$ cat config.mk
export PLATFORM = sky130hd
export DESIGN_NAME = uart_tx_sched
export DESIGN_NICKNAME = d
export VERILOG_FILES = /design/src/rtl/uart_pkg.sv /design/src/rtl/rr_arbiter.sv /design/src/rtl/uart_tx_sched.sv
export SDC_FILE = /design/constraint.sdc
export NUM_CORES = 1
export LEC_CHECK = 0
export CORE_AREA = 3 3 76 78
export CTS_CLUSTER_DIAMETER = 100
export DETAILED_ROUTE_END_ITERATION = 16
export DIE_AREA = 0 0 79 81
export HOLD_SLACK_MARGIN = 0.02
export PLACE_DENSITY = 0.67
export SKIP_CTS_REPAIR_TIMING = 1
export SYNTH_ARGS = -nofsm -noshare
export SYNTH_HDL_FRONTEND = slang
export SYNTH_SLANG_ARGS = --single-unit
$ cat constraint.sdc
create_clock -name clk -period 5.65 [get_ports clk]
set_input_delay 0.8475 -clock clk [delete_from_list [all_inputs] [get_ports clk]]
set_output_delay 0.8475 -clock clk [all_outputs]
set_load 0.03 [all_outputs]
$ cat src/rtl/uart_pkg.sv
// Shared constants for the scheduled UART transmitter: FSM encoding,
// baud select codes and the post-frame gap length.
package uart_pkg;

  localparam logic [2:0] ST_IDLE  = 3'd0;
  localparam logic [2:0] ST_START = 3'd1;
  localparam logic [2:0] ST_DATA  = 3'd2;
  localparam logic [2:0] ST_STOP  = 3'd3;
  localparam logic [2:0] ST_GAP   = 3'd4;

  localparam logic [2:0] BAUD_9600   = 3'd0;
  localparam logic [2:0] BAUD_19200  = 3'd1;
  localparam logic [2:0] BAUD_38400  = 3'd2;
  localparam logic [2:0] BAUD_57600  = 3'd3;
  localparam logic [2:0] BAUD_115200 = 3'd4;

  // Idle cycles after the stop bit so the baud generator counter can clear.
  localparam int GAP_LEN = 2;

  // Codes above the fastest rate fall back to the slowest, safest rate.
  function automatic logic [2:0] baud_fix(input logic [2:0] code);
    return (code > BAUD_115200) ? BAUD_9600 : code;
  endfunction

endpackage

$ cat src/rtl/rr_arbiter.sv
// Combinational round-robin picker: the search starts just after the last
// granted requester and wraps, so a requester that keeps req high only wins
// again after every other active requester has had a turn.
module rr_arbiter
  import uart_pkg::*;
#(
  parameter int NREQ = 4,
  parameter int IW   = $clog2(NREQ)
) (
  input  logic [NREQ-1:0] req,
  input  logic [IW-1:0]   last,
  output logic [NREQ-1:0] gnt,
  output logic [IW-1:0]   gnt_idx
);

  int          idx;
  logic        found;
  logic [IW-1:0] sel;

  // First active requester at or after last+1, modulo NREQ.
  always_comb begin
    gnt     = '0;
    gnt_idx = '0;
    found   = 1'b0;
    idx     = 0;
    sel     = '0;
    for (int k = 1; k <= NREQ; k++) begin
      idx = int'(last) + k;
      if (idx >= NREQ) idx = idx - NREQ;
      sel = IW'(idx);
      if (!found && req[sel]) begin
        found    = 1'b1;
        gnt[sel] = 1'b1;
        gnt_idx  = sel;
      end
    end
  end

endmodule

$ cat src/rtl/uart_tx_sched.sv
// Multi-requester UART transmitter: arbitrates one byte at a time from NREQ
// requesters and serialises it as start / DW data (LSB first) / stop, pacing
// each bit on clk_bps from an external baud generator, then idles a short gap.
module uart_tx_sched
  import uart_pkg::*;
#(
  parameter int NREQ = 4,
  parameter int DW   = 8
) (
  input  logic               clk,
  input  logic               rst,
  input  logic [NREQ-1:0]    req,
  input  logic [NREQ*DW-1:0] req_data,
  input  logic [2:0]         cfg_baud,
  output logic [NREQ-1:0]    gnt,
  output logic               bps_start,
  input  logic               clk_bps,
  output logic [2:0]         baud_sel,
  output logic               tx,
  output logic               busy
);

  localparam int IW = $clog2(NREQ);
  localparam int BW = (DW > 1) ? $clog2(DW) : 1;
  localparam int GW = $clog2(GAP_LEN + 1);

  logic [2:0]      state;
  logic [IW-1:0]   last_grant;
  logic [NREQ-1:0] arb_gnt;
  logic [IW-1:0]   arb_idx;
  logic [DW-1:0]   sel_data;
  logic [DW-1:0]   shreg;
  logic [BW-1:0]   bit_cnt;
  logic [GW-1:0]   gap_cnt;
  logic            take;

  rr_arbiter #(.NREQ(NREQ), .IW(IW)) u_arb (
    .req     (req),
    .last    (last_grant),
    .gnt     (arb_gnt),
    .gnt_idx (arb_idx)
  );

  // Grants only happen from IDLE; reset masks the combinational pulse.
  assign take = (state == ST_IDLE) && (|req) && !rst;
  assign gnt  = take ? arb_gnt : '0;

  // Byte of the winning requester.
  always_comb begin
    sel_data = '0;
    for (int i = 0; i < NREQ; i++)
      if (arb_gnt[i]) sel_data = sel_data | req_data[i*DW +: DW];
  end

  // Frame FSM and shifter; tx is registered so every line change lands one
  // cycle after the grant or bit tick that caused it.
  always_ff @(posedge clk or posedge rst) begin
    if (rst) begin
      state      <= ST_IDLE;
      tx         <= 1'b1;
      bps_start  <= 1'b0;
      busy       <= 1'b0;
      baud_sel   <= BAUD_9600;
      last_grant <= IW'(NREQ - 1);
      shreg      <= '0;
      bit_cnt    <= '0;
      gap_cnt    <= '0;
    end else begin
      case (state)
        ST_IDLE: if (take) begin
          state      <= ST_START;
          tx         <= 1'b0;
          bps_start  <= 1'b1;
          busy       <= 1'b1;
          baud_sel   <= baud_fix(cfg_baud);
          last_grant <= arb_idx;
          shreg      <= sel_data;
          bit_cnt    <= '0;
        end
        ST_START: if (clk_bps) begin
          state   <= ST_DATA;
          tx      <= shreg[0];
          shreg   <= shreg >> 1;
          bit_cnt <= '0;
        end
        ST_DATA: if (clk_bps) begin
          if (bit_cnt == BW'(DW - 1)) begin
            state <= ST_STOP;
            tx    <= 1'b1;
          end else begin
            tx      <= shreg[0];
            shreg   <= shreg >> 1;
            bit_cnt <= bit_cnt + 1'b1;
          end
        end
        ST_STOP: if (clk_bps) begin
          state     <= ST_GAP;
          bps_start <= 1'b0;
          gap_cnt   <= '0;
        end
        ST_GAP: begin
          if (gap_cnt == GW'(GAP_LEN - 1)) begin
            state <= ST_IDLE;
            busy  <= 1'b0;
          end else begin
            gap_cnt <= gap_cnt + 1'b1;
          end
        end
        default: state <= ST_IDLE;
      endcase
    end
  end

endmodule

Word-level counts from Yosys, hierarchy flattened
Cells that the tools add are included.
{"block": "totals", "register_bits": 24, "inputBits": 42}
{"block": "classes", "add_sub_neg": 10, "magnitude_cmp": 13, "n_eq_ne": 14, "n_mux": 67, "bitwise": 6, "n_reduce_logical": 26}
{"op": "8-bit 2-to-1 mux", "n": 8}
{"op": "3-bit 2-to-1 mux", "n": 11}
{"op": "8-bit bitwise OR", "n": 3}
{"op": "8-bit case mux with 3 select lines", "n": 1}
{"op": "2-bit 2-to-1 mux", "n": 10}
{"op": "4-bit 2-to-1 mux", "n": 5}
{"op": "1-bit 2-to-1 mux", "n": 18}
{"op": "2-bit != test, second input constant", "n": 8}
{"op": "3-bit case mux with 5 select lines", "n": 1}
{"op": "2-bit by 3-bit less-than comparator with 1-bit output, second input constant", "n": 4}
{"op": "4-bit bitwise OR", "n": 3}
{"op": "3-bit greater-or-equal comparator, second input constant", "n": 3}
{"op": "1-bit logical AND", "n": 9}
{"op": "3-bit case mux with 3 select lines", "n": 1}
{"op": "3-bit AND reduction", "n": 3}
{"op": "1-bit binary-select mux with 2-bit select", "n": 4}
{"op": "1-bit demux with 2-bit select", "n": 4}
{"op": "2-bit by 1-bit greater-or-equal comparator with 1-bit output, second input constant", "n": 4}
{"op": "2-bit by 1-bit subtractor with 2-bit output, second input constant", "n": 4}
{"op": "2-bit by 2-bit adder with 3-bit output, second input constant", "n": 2}
{"op": "3-bit by 2-bit == test with 1-bit output, second input constant", "n": 2}
{"op": "3-bit == test, second input constant", "n": 2}
{"op": "6-bit AND reduction", "n": 1}
{"op": "2-bit nonzero test", "n": 3}
{"op": "18 further kinds", "n": 22}

Longest topological paths before layout
Gate-level depths: netlist (run 1).
{"block": "depth", "depth_word": 24, "ltp_mapped": 11, "mapped_depth_nobuf": 8}

Modules after synthesis
A second synthesis (run 1) with hierarchy kept.
{"block": "hier_totals", "hier_cells": 206, "hier_area_um2": 1918.1}
{"mod": "uart_tx_sched", "instances": 1, "cells_per_inst": 147, "area_each_um2": 1427.6}
{"mod": "rr_arbiter", "instances": 1, "cells_per_inst": 59, "area_each_um2": 490.5}

Least setup slack after synthesis (run 1)
No wires, ideal clock.
{"block": "synth_timing", "kind": "register to output", "from": "register last_grant[0]", "to": "output port gnt[2]", "t_arrival_ns": 2.860, "required_time_ns": 4.803, "slack_ns": 1.943, "stages_incl_launch_ff": 11, "path_buffers": 4, "cell_sequence": "dfstp_2 -> buf_6 -> clkbuf_1 -> inv_1 -> ha_1 -> buf_2 -> mux4_2 -> or2_0 -> buf_2 -> nor2_2 -> o21a_1"}
{"block": "synth_between", "elab_chain_len": 16, "elab_cells_between_ends": 61, "classes_between": "add/sub (8); order compare (12); mux (28); bitwise (3); reduce/logical (10)"}
{"item": "start: declaration", "line_no": "uart_tx_sched.sv:28", "text": "logic [IW-1:0] last_grant;"}
{"item": "start signal: assignment", "line_no": "uart_tx_sched.sv:64", "text": "last_grant <= IW'(NREQ - 1);"}
{"item": "start signal: assignment", "line_no": "uart_tx_sched.sv:76", "text": "last_grant <= arb_idx;"}
{"item": "branches (longest 14 deep; another with 2-bit by 1-bit adder with 3-bit output)"}
{"item": "4-bit 2-to-1 mux *", "line_no": "rr_arbiter.sv:31", "text": "if (!found && req[sel]) begin"}
{"item": "4-bit 2-to-1 mux *", "line_no": "uart_tx_sched.sv:46", "text": "assign gnt = take ? arb_gnt : '0;"}
{"item": "end: declaration", "line_no": "uart_tx_sched.sv:15", "text": "output logic [NREQ-1:0] gnt,"}
Mark *: on every way between the ends. The select of a mux whose other input is x is not followed.

Worst setup path after layout (run 1)
Ends and elaborated chain as after synthesis.

==> results of run 1 <==
## placed cells by master, fill, tap and decap left out, types with 2 or more instances in the layout
cell             Yosys  final
clkdlybuf4s50_1      0     51
nand2_1             25     25
dfrtp_1             21     21
nor2_1              15     15
a21oi_1             15     15
a22oi_1             15     15
ha_1                11     11
a211oi_1             9      9
nor4_1               8      8
a222oi_1             8      8
o221ai_1             7      7
mux2i_1              6      6
o21ai_0              6      6
mux2_2               5      5
inv_1                5      5
mux4_2               4      4
nand3_1              3      3
nor3b_1              3      3
nand2b_1             3      3
o21a_1               3      3
a22o_1               3      3
clkbuf_8             0      3
dfstp_2              3      3
xnor2_1              2      2
o22ai_1              2      2
nand3b_1             2      2
and2_1               2      2
## flip-flops by register name, indices dropped and copies added, names as in the netlist
signal      flops
baud_sel        3
bit_cnt         3
bps_start       1
busy            1
gap_cnt         2
last_grant      2
shreg           8
state           3
tx              1
## power by group
part           total [mW]  switching, mW  internal (mW)
clock network       0.149         0.0540         0.0946
registers           0.353         0.0976          0.256
logic               0.954          0.548          0.406
total                1.46          0.699          0.756
## layout make-up
cell class / instances / area share, %
Sequential cell: 24 / 23.2
Clock inverter: 1 / 1.15
Timing Repair Buffer: 52 / 19.8
Multi-Input combinational cell: 176 / 50.2
Tap cell: 70 / 3.36
Inverter: 5 / 0.719
Clock buffer: 3 / 1.58
## final timing paths
check / from / end / slack (ns) / cells after the start
min reg2reg: baud_sel[0] / baud_sel[0] / 0.47 / 2
min: baud_sel[0] / baud_sel[0] / 0.47 / 2
max in group asynchronous: rst / shreg[3] / 3.95 / 2
max: last_grant[0] / gnt[2] / 0.96 / 7
max reg2reg: last_grant[0] / shreg[0] / 2.19 / 8
min in group asynchronous: rst / bps_start / 1.13 / 2
## kinds of logic after synthesis
logic type	share of synthesized area (%)
AND/OR/NAND/NOR	17.3
buffers and inverters	5.50
adder cells (fa/ha/maj)	6.79
XOR/XNOR	1.30
flip-flops	29.8
AO/OA/AOI/OAI	29.1
multiplexers	10.2
## worst max-delay path: cells and delay by family (launching register included)
kind	cells	cell delay, ns
AOI/OAI and AO/OA	1	0.19
adders and majority gates	1	0.51
buffers and inverters	2	0.90
DFF	1	0.80
muxes	1	0.42
and+or+nand+nor	2	0.75
## routing by layer
layer / up-vias / GRT usage [%] / share of wire (%)
li1: 946 / - / -
met1: 945 / 26.2 / 45
met2: 88 / 27.9 / 47
met3: 2 / 2.66 / 7.3
met4: 0 / 3.61 / 0.45
met5: - / 0 / 0
## stage by stage
| step | total power [mW] | setup WS [ns] |
|---|---|---|
| floorplan | 1.06 | 1.94 |
| global placement | 1.29 | 1.24 |
| detailed placement | 1.30 | 1.21 |
| CTS | 1.45 | 0.980 |
| global route | 1.57 | 0.778 |
| finish | 1.46 | 0.964 |
==> qor.yml, run 1 <==
worst_setup_path:
  slowest_delay_ns: 0.80
  cp_slowest_cell: "dfstp_2"
  critPathMaxFanout: 19
  path_cells: "inv_1 -> ha_1 -> mux4_2 -> or2_0 -> nor2_2 -> o21a_1 -> clkdlybuf4s50_1"
  critPathRequiredTime_ns: 4.80
  startpoint_type: "flop"
  end_kind: "primary output"
  critPathArrivalTime_ns: 3.84
  crit_type: "flop to primary output"
min_path:
  hp-class: "flop to flop"
clock_tree:
  insertion_delay_ns: 0.26
  root_buffer: "clkbuf_8"
  clkSlewWorstSetupHoldPaths_ns: 0.08
  clock_path_buffers: 2
  cts_sinks: 24
  cts_tree: "yes"
  cts_max_level: 1
  cts_buffers: 3
finish:
  drive_gt1_share_pct: 8.43
  final_cells: 331
  fin_area_sq_um: 2610
  multi_input_area_sq_um: 1310
  seq_area_sq_um: 604
  n_fill_cell: 502
  nets: 315
  diodes: 0
  postLayoutCoreUtil_pct: 50.8
  area_delta_synth_final_pct: 28.8
route:
  wire_per_inst_microns: 17.3
  drt_first_pass_iters: 5
  via_count: 1981
  wirelength_mm: 5.72
  final_antenna_net_count: 0
  vias_per_cell: 5.98
  drc_errors: 0
  drtIter0Drc: 278
global_routing:
  grt_max_degree: 25
  grt_pass1_vias: 1862
  grt_pass1_wl_mm: 9.25
  grt_use_total_pct: 17.8
  grt_antenna_before_repair: 0
  grt-ovfl-total: 0
sta:
  fmax_mhz: 213
  tightest_slew_ns: 0.927
  finalSetupTns_ns: 0
  hold_ws_ns: 0.470
  setup_viol: 0
  hold_viol_final: 0
  fin_crit_ns: 4.69
  max_slew_margin_pct: 38.1
  slew_viol_final: 0
  post-route-period-util_pct: 82.9
  rsz0062_at_grt: "no"
  clock_skew_ns: 0.00138
floorplan:
  dieArea_sq_um: 6400
  ios: 52
  core_area_sq_um: 5140
  start_util_pct: 39.4
  die_w_microns: 79
  die_h_microns: 81
  fp-row-count: 26
status:
  status: "completed"
synth:
  synth_common_cells: "nand2_1, dfrtp_1, a21oi_1, a22oi_1, nor2_1"
  yosys-top-cells-area: "dfrtp_1, ha_1, a22oi_1"
  synth_edf_count: 0
  synth_top_cell_by_area: "dfrtp_1"
  synthDistinctLibCells: 48
  yosysTopAreaCellShare_pct: 25.9
  yosysMostFrequentCell: "nand2_1"
  synth_nets: 278
  synthArstFlopShare_pct: 100
  yosys_warnings: 0
  netlist_instances: 225
  ys.flop_type: "dfrtp_1"
  seq_area_frac_synth_pct: 29.8
  netlist_area_sq_um: 2030
  avgSynthCellArea_sq_um: 9.00
  ys_ff_latch: 24
place:
  dp_cells: 327
  post-dp-hpwl_mm: 4.03
  place_area_sq_um: 2540
  io_buffers: 51
  finalWeightedCongestion: 0.854
run:
  drv_cap: 0
power_and_ir_drop:
  peakVddDrop_mv: 0.257
  power_density_nw_per_um2: 558
  p_leak_nw: 1.00
No activity file was read; power rests on OpenSTA's default activity.
==> run 2, diff against run 1 <==
- PLACE_DENSITY: 0.67 -> 0.7
- clock period: 5.65 -> 4.15 ns (I/O delays scaled with it)
==> run 2 against run 1 <==
Power increased by 40%; count of clock-buffer cells in the layout unchanged; clock skew increased by 0.0022 ns; sequential power increased by 22%; core utilization grew 0.88 points; first-iteration DRC count is 3.6% lower; clock power increased by 40%; critical endpoint is now gnt[1]; largest power group unchanged.
==> qor.yml, run 2 (synthesized netlist as in run 1, its figures left out) <==
status:
  status: "completed"
clock_tree:
  clkSlewWorstSetupHoldPaths_ns: 0.09  # about the same
  cts_max_level: 1  # unchanged
  cts_buffers: 3  # unchanged
  clock_path_buffers: 2  # unchanged
  root_buffer: "clkbuf_8"
  cts_tree: "yes"
  insertion_delay_ns: 0.27  # about the same
  cts_sinks: 24  # unchanged
finish:
  fin_area_sq_um: 2660  # +1.7%
  diodes: 0  # unchanged
  largest_reg_flops: 8  # unchanged
  final_cell_mix: "clkdlybuf4s50_1, nand2_1, dfrtp_1"
  largest_register: "shreg"
  drive_gt1_share_pct: 10.5  # +2.1 points
  area_delta_synth_final_pct: 31.1
  final_cells: 337  # +1.8%
  layout_commonest_cell: "clkdlybuf4s50_1"
  nets: 321  # +1.9%
global_routing:
  grt_use_total_pct: 18.6  # +0.82 points
  grt_pass1_wl_mm: 9.73  # +5.2%
  grt_max_degree: 25  # unchanged
  grt-ovfl-total: 0  # unchanged
  grt_pass1_vias: 2003  # +7.6%
  grt_antenna_before_repair: 0  # unchanged
route:
  final_antenna_net_count: 0  # unchanged
  wirelength_mm: 5.84  # +2.1%
  wire_per_inst_microns: 17.3  # +0.26%
  vias_per_cell: 5.91  # -1.2%
  drt_first_pass_iters: 5  # unchanged
  via_count: 1992  # +0.56%
  drtIter0Drc: 268  # -3.6%
  drc_errors: 0  # unchanged
sta:
  clock_skew_ns: 0.00363  # +0.00225 ns
  max_slew_margin_pct: 37.9  # -0.26 points
  rsz0062_at_grt: "no"
  fmax_mhz: 250
  setup_viol: 0  # unchanged
  finalSetupTns_ns: 0  # unchanged
  timing.final.ws_setup_ns: 0.153  # -0.811 ns
  hold_viol_final: 0  # unchanged
  slew_viol_final: 0  # unchanged
  fin_crit_ns: 4.00
  tightest_slew_ns: 0.931  # +0.00384 ns
  post-route-period-util_pct: 96.3
place:
  pre_cts_slack_ns: 0.219  # -0.987 ns
  io_buffers: 51  # unchanged
  finalWeightedCongestion: 0.915  # +7.1%
  dp_cells: 333  # +1.8%
  place_area_sq_um: 2580  # +1.8%
  post-dp-hpwl_mm: 4.28  # +6.1%
power_and_ir_drop:
  p_leak_nw: 1.03  # +3.0%
  power_density_nw_per_um2: 765  # +37%
  peakVddDrop_mv: 0.436  # +70%
floorplan:
  fp-row-count: 26  # unchanged
  core_area_sq_um: 5140  # unchanged
  die_h_microns: 81  # unchanged
  ios: 52  # unchanged
  start_util_pct: 39.4  # unchanged
  die_w_microns: 79  # unchanged
  dieArea_sq_um: 6400  # unchanged
min_path:
  hp-class: "flop to flop"
worst_setup_path:
  critPathArrivalTime_ns: 3.37  # -0.47 ns
  crit_type: "flop to primary output"
  startpoint_type: "flop"
  critPathRequiredTime_ns: 3.53  # -1.27 ns
  critPathMaxFanout: 9  # -10
  end_kind: "primary output"
run:
  drv_cap: 0  # unchanged
[run 2: changes by cell type in the layout (fill, tap and decap cells not counted), sizes merged]
cell  previous run  this run
buf              1         7
[run 2: critical path: stages (launching register included)]
cell and delay, ns:
dfstp_2 0.54, inv_1 0.11, ha_1 0.49, mux4_2 0.42
or2_0 0.35, o21ai_4 0.34, and2_1 0.18, clkdlybuf4s50_1 0.67
[run 2: path summary, 6_finish.rpt]
| check | cells after the start | slack, ns | to | start |
|---|---|---|---|---|
| max | 7 | 0.15 | gnt[1] | last_grant[0] |
| min | 2 | 0.48 | baud_sel[0] | baud_sel[0] |
| max reg2reg | 8 | 1.29 | shreg[0] | last_grant[0] |
| min reg2reg | 2 | 0.48 | baud_sel[0] | baud_sel[0] |
| max in group asynchronous | 2 | 2.67 | shreg[0] | rst |
| min in group asynchronous | 2 | 0.91 | bit_cnt[0] | rst |
[run 2: routing by layer]
metal  routed length, microns  GRT usage (%)  up-vias
met5                        0              0        -
met4                       61           3.09        0
met3                      424           3.55        8
met2                     2730           31.6       96
met1                     2620           25.2      931
li1                         -              -      957
[run 2: final cells by class]
type | instances | area [sq um]
sequential | 24 | 604
multi-input combinational | 176 | 1310
timing repair buffer | 58 | 563
inverter | 5 | 18.8
clock buffer | 3 | 41.3
fill | 504 | 2480
tap | 70 | 87.6
clock inverter | 1 | 30.0
[run 2: stage by stage]
stage          total power [mW]  hold WS [ns]  utilization, %
2_1_floorplan              1.44         0.477               -
3_3_place_gp               1.79         0.453            50.3
3_5_place_dp               1.81         0.458            50.3
4_1_cts                    2.02         0.478            51.7
5_1_grt                    2.20         0.496            51.7
6_report                   2.03         0.477            51.7
[run 2: power by group]
| part | internal, mW | leakage [nW] | switching, mW | total (mW) |
|---|---|---|---|---|
| clock | 0.129 | 0.0357 | 0.0790 | 0.208 |
| combinational | 0.588 | 0.712 | 0.807 | 1.39 |
| sequential | 0.346 | 0.286 | 0.0835 | 0.429 |
==> run 3, diff against run 2 <==
- CORE_AREA: 3 3 76 78 -> 3 3 98 100
- CTS_CLUSTER_DIAMETER: 100 -> 50
- DIE_AREA: 0 0 79 81 -> 0 0 101 103
- PLACE_DENSITY: 0.7 -> 0.47
==> run 3 against run 2 <==
Global-route usage fell by 5.7 points; routed wire length grew 9.2%; design area up 3.8%; power rose by 2.2%; clock skew rose by 0.0022 ns; die area rose by 63%; critical path depth rose by 1; critical endpoint is now gnt[0]; highest routed layer unchanged; non-clock buffer count is 6 higher; first-iteration DRC count fell by 36%; final cell count up 13%.
==> qor.yml, run 3 (synthesized netlist as in run 1, its figures left out) <==
place:
  pre_cts_slack_ns: 0.306  # +0.0867 ns
  io_buffers: 51  # unchanged
  dp_cells: 377  # +13%
  post-dp-hpwl_mm: 4.82  # +13%
  finalWeightedCongestion: 0.862  # -5.8%
finish:
  layout_commonest_cell: "clkdlybuf4s50_1"
  final_cells: 381  # +13%
  diodes: 0  # unchanged
  area_delta_synth_final_pct: 36.0
  final_cell_mix: "clkdlybuf4s50_1, nand2_1, dfrtp_1"
  drive_gt1_share_pct: 12.8  # +2.3 points
  postLayoutCoreUtil_pct: 31.4  # -20 points
  largest_register: "shreg"
  n_fill_cell: 928  # +84%
  largest_reg_flops: 8  # unchanged
  nets: 327  # +1.9%
clock_tree:
  clock_path_buffers: 2  # unchanged
  cts_tree: "yes"
  cts_sinks: 24  # unchanged
  insertion_delay_ns: 0.27  # about the same
  cts_max_level: 1  # unchanged
  cts_buffers: 3  # unchanged
  clkSlewWorstSetupHoldPaths_ns: 0.09  # about the same
  root_buffer: "clkbuf_8"
worst_setup_path:
  critPathMaxFanout: 9  # unchanged
  crit_type: "flop to primary output"
  startpoint_type: "flop"
  critPathRequiredTime_ns: 3.53  # about the same
  rr_endpoint: "shreg[0]"
  rr_worst_depth: 8  # unchanged
  end_kind: "primary output"
  reg2reg_slack_ns: 1.22  # -0.07 ns
  critPathArrivalTime_ns: 3.28  # -0.09 ns
  r2r-start: "last_grant[1]"
sta:
  slew_viol_final: 0  # unchanged
  finalSetupTns_ns: 0  # unchanged
  fmax_mhz: 256  # +2.5%
  clock_skew_ns: 0.00584  # +0.00222 ns
  post-route-period-util_pct: 94.0  # -2.4 points
  max_slew_margin_pct: 38.2  # +0.28 points
  fin_crit_ns: 3.90  # -0.0975 ns
  setup_viol: 0  # unchanged
  hold_viol_final: 0  # unchanged
  rsz0062_at_grt: "no"
  tightest_slew_ns: 0.927  # -0.00421 ns
  timing.final.ws_setup_ns: 0.251  # +0.0975 ns
min_path:
  holdPathStages: 2  # unchanged
  worst_hold_path.endpoint: "baud_sel[1]"
  min_from: "baud_sel[1]"
  hp-class: "flop to flop"
route:
  final_antenna_net_count: 0  # unchanged
  vias_per_cell: 5.30  # -10%
  wirelength_mm: 6.38  # +9.2%
  drc_errors: 0  # unchanged
  wire_per_inst_microns: 16.7  # -3.4%
  via_count: 2018  # +1.3%
  drt_first_pass_iters: 7  # +2
  drtIter0Drc: 172  # -36%
floorplan:
  dieArea_sq_um: 10400  # +63%
  start_util_pct: 23.1  # -16 points
  die_h_microns: 103  # +27%
  core_area_sq_um: 8760  # +70%
  ios: 52  # unchanged
  fp-row-count: 34  # +31%
  die_w_microns: 101  # +28%
status:
  status: "completed"
global_routing:
  grt_pass1_wl_mm: 10.9  # +12%
  grt_antenna_before_repair: 0  # unchanged
  grt-ovfl-total: 0  # unchanged
  grt_use_total_pct: 12.9  # -5.7 points
  grt_max_degree: 25  # unchanged
  grt_pass1_vias: 2051  # +2.4%
power_and_ir_drop:
  power_density_nw_per_um2: 754  # -1.5%
  peakVddDrop_mv: 0.245  # -44%
  p_leak_nw: 1.07  # +3.1%
  power.total_mw: 2.08  # +2.2%
run:
  drv_cap: 0  # unchanged
[run 3: final cells by class]
type / instances / area, sq um / area share [%]
Sequential cell: 24 / 604 / 21.9
Multi-Input combinational cell: 176 / 1320 / 47.8
Clock buffer: 3 / 41.3 / 1.50
Tap cell: 108 / 135 / 4.90
Inverter: 5 / 18.8 / 0.681
Timing Repair Buffer: 64 / 608 / 22.1
Clock inverter: 1 / 30.0 / 1.09
[run 3: worst max path at each step]
stage,startpoint,endpoint,slack [ns]
after floorplan,last_grant[0],gnt[2],0.67
after global placement,req[0],gnt[0],0.36
after detailed placement,req[0],gnt[0],0.31
after CTS,last_grant[0],gnt[0],0.24
after global routing,last_grant[1],gnt[0],0.08
final,last_grant[1],gnt[0],0.25
[run 3: per-layer routing]
metal	routed length [microns]	GRT usage [%]
met1	2940	18.2
met2	3030	21.2
met3	365	1.69
met4	42	2.56
met5	0	0
[run 3: critical path, stage by stage, from the launching register on]
cell	delay, ns
dfstp_2	0.54
inv_1	0.11
ha_1	0.50
mux4_2	0.37
nand2b_4	0.17
o211ai_2	0.14
o221a_2	0.34
and2_1	0.17
clkdlybuf4s50_1	0.67
[run 3: where the power goes]
part	leakage (nW)	internal (mW)	total, mW	switching, mW
clock	0.0357	0.129	0.208	0.0787
combinational	0.744	0.618	1.44	0.826
sequential	0.286	0.346	0.426	0.0803
total	1.07	1.09	2.08	0.985
[run 3: metrics by stage]
step	hold slack, ns	cell area, sq um
2_1_floorplan	0.477	2030
3_3_place_gp	0.458	2680
3_5_place_dp	0.460	2680
4_1_cts	0.482	2760
5_1_grt	0.513	2760
6_report	0.476	2760
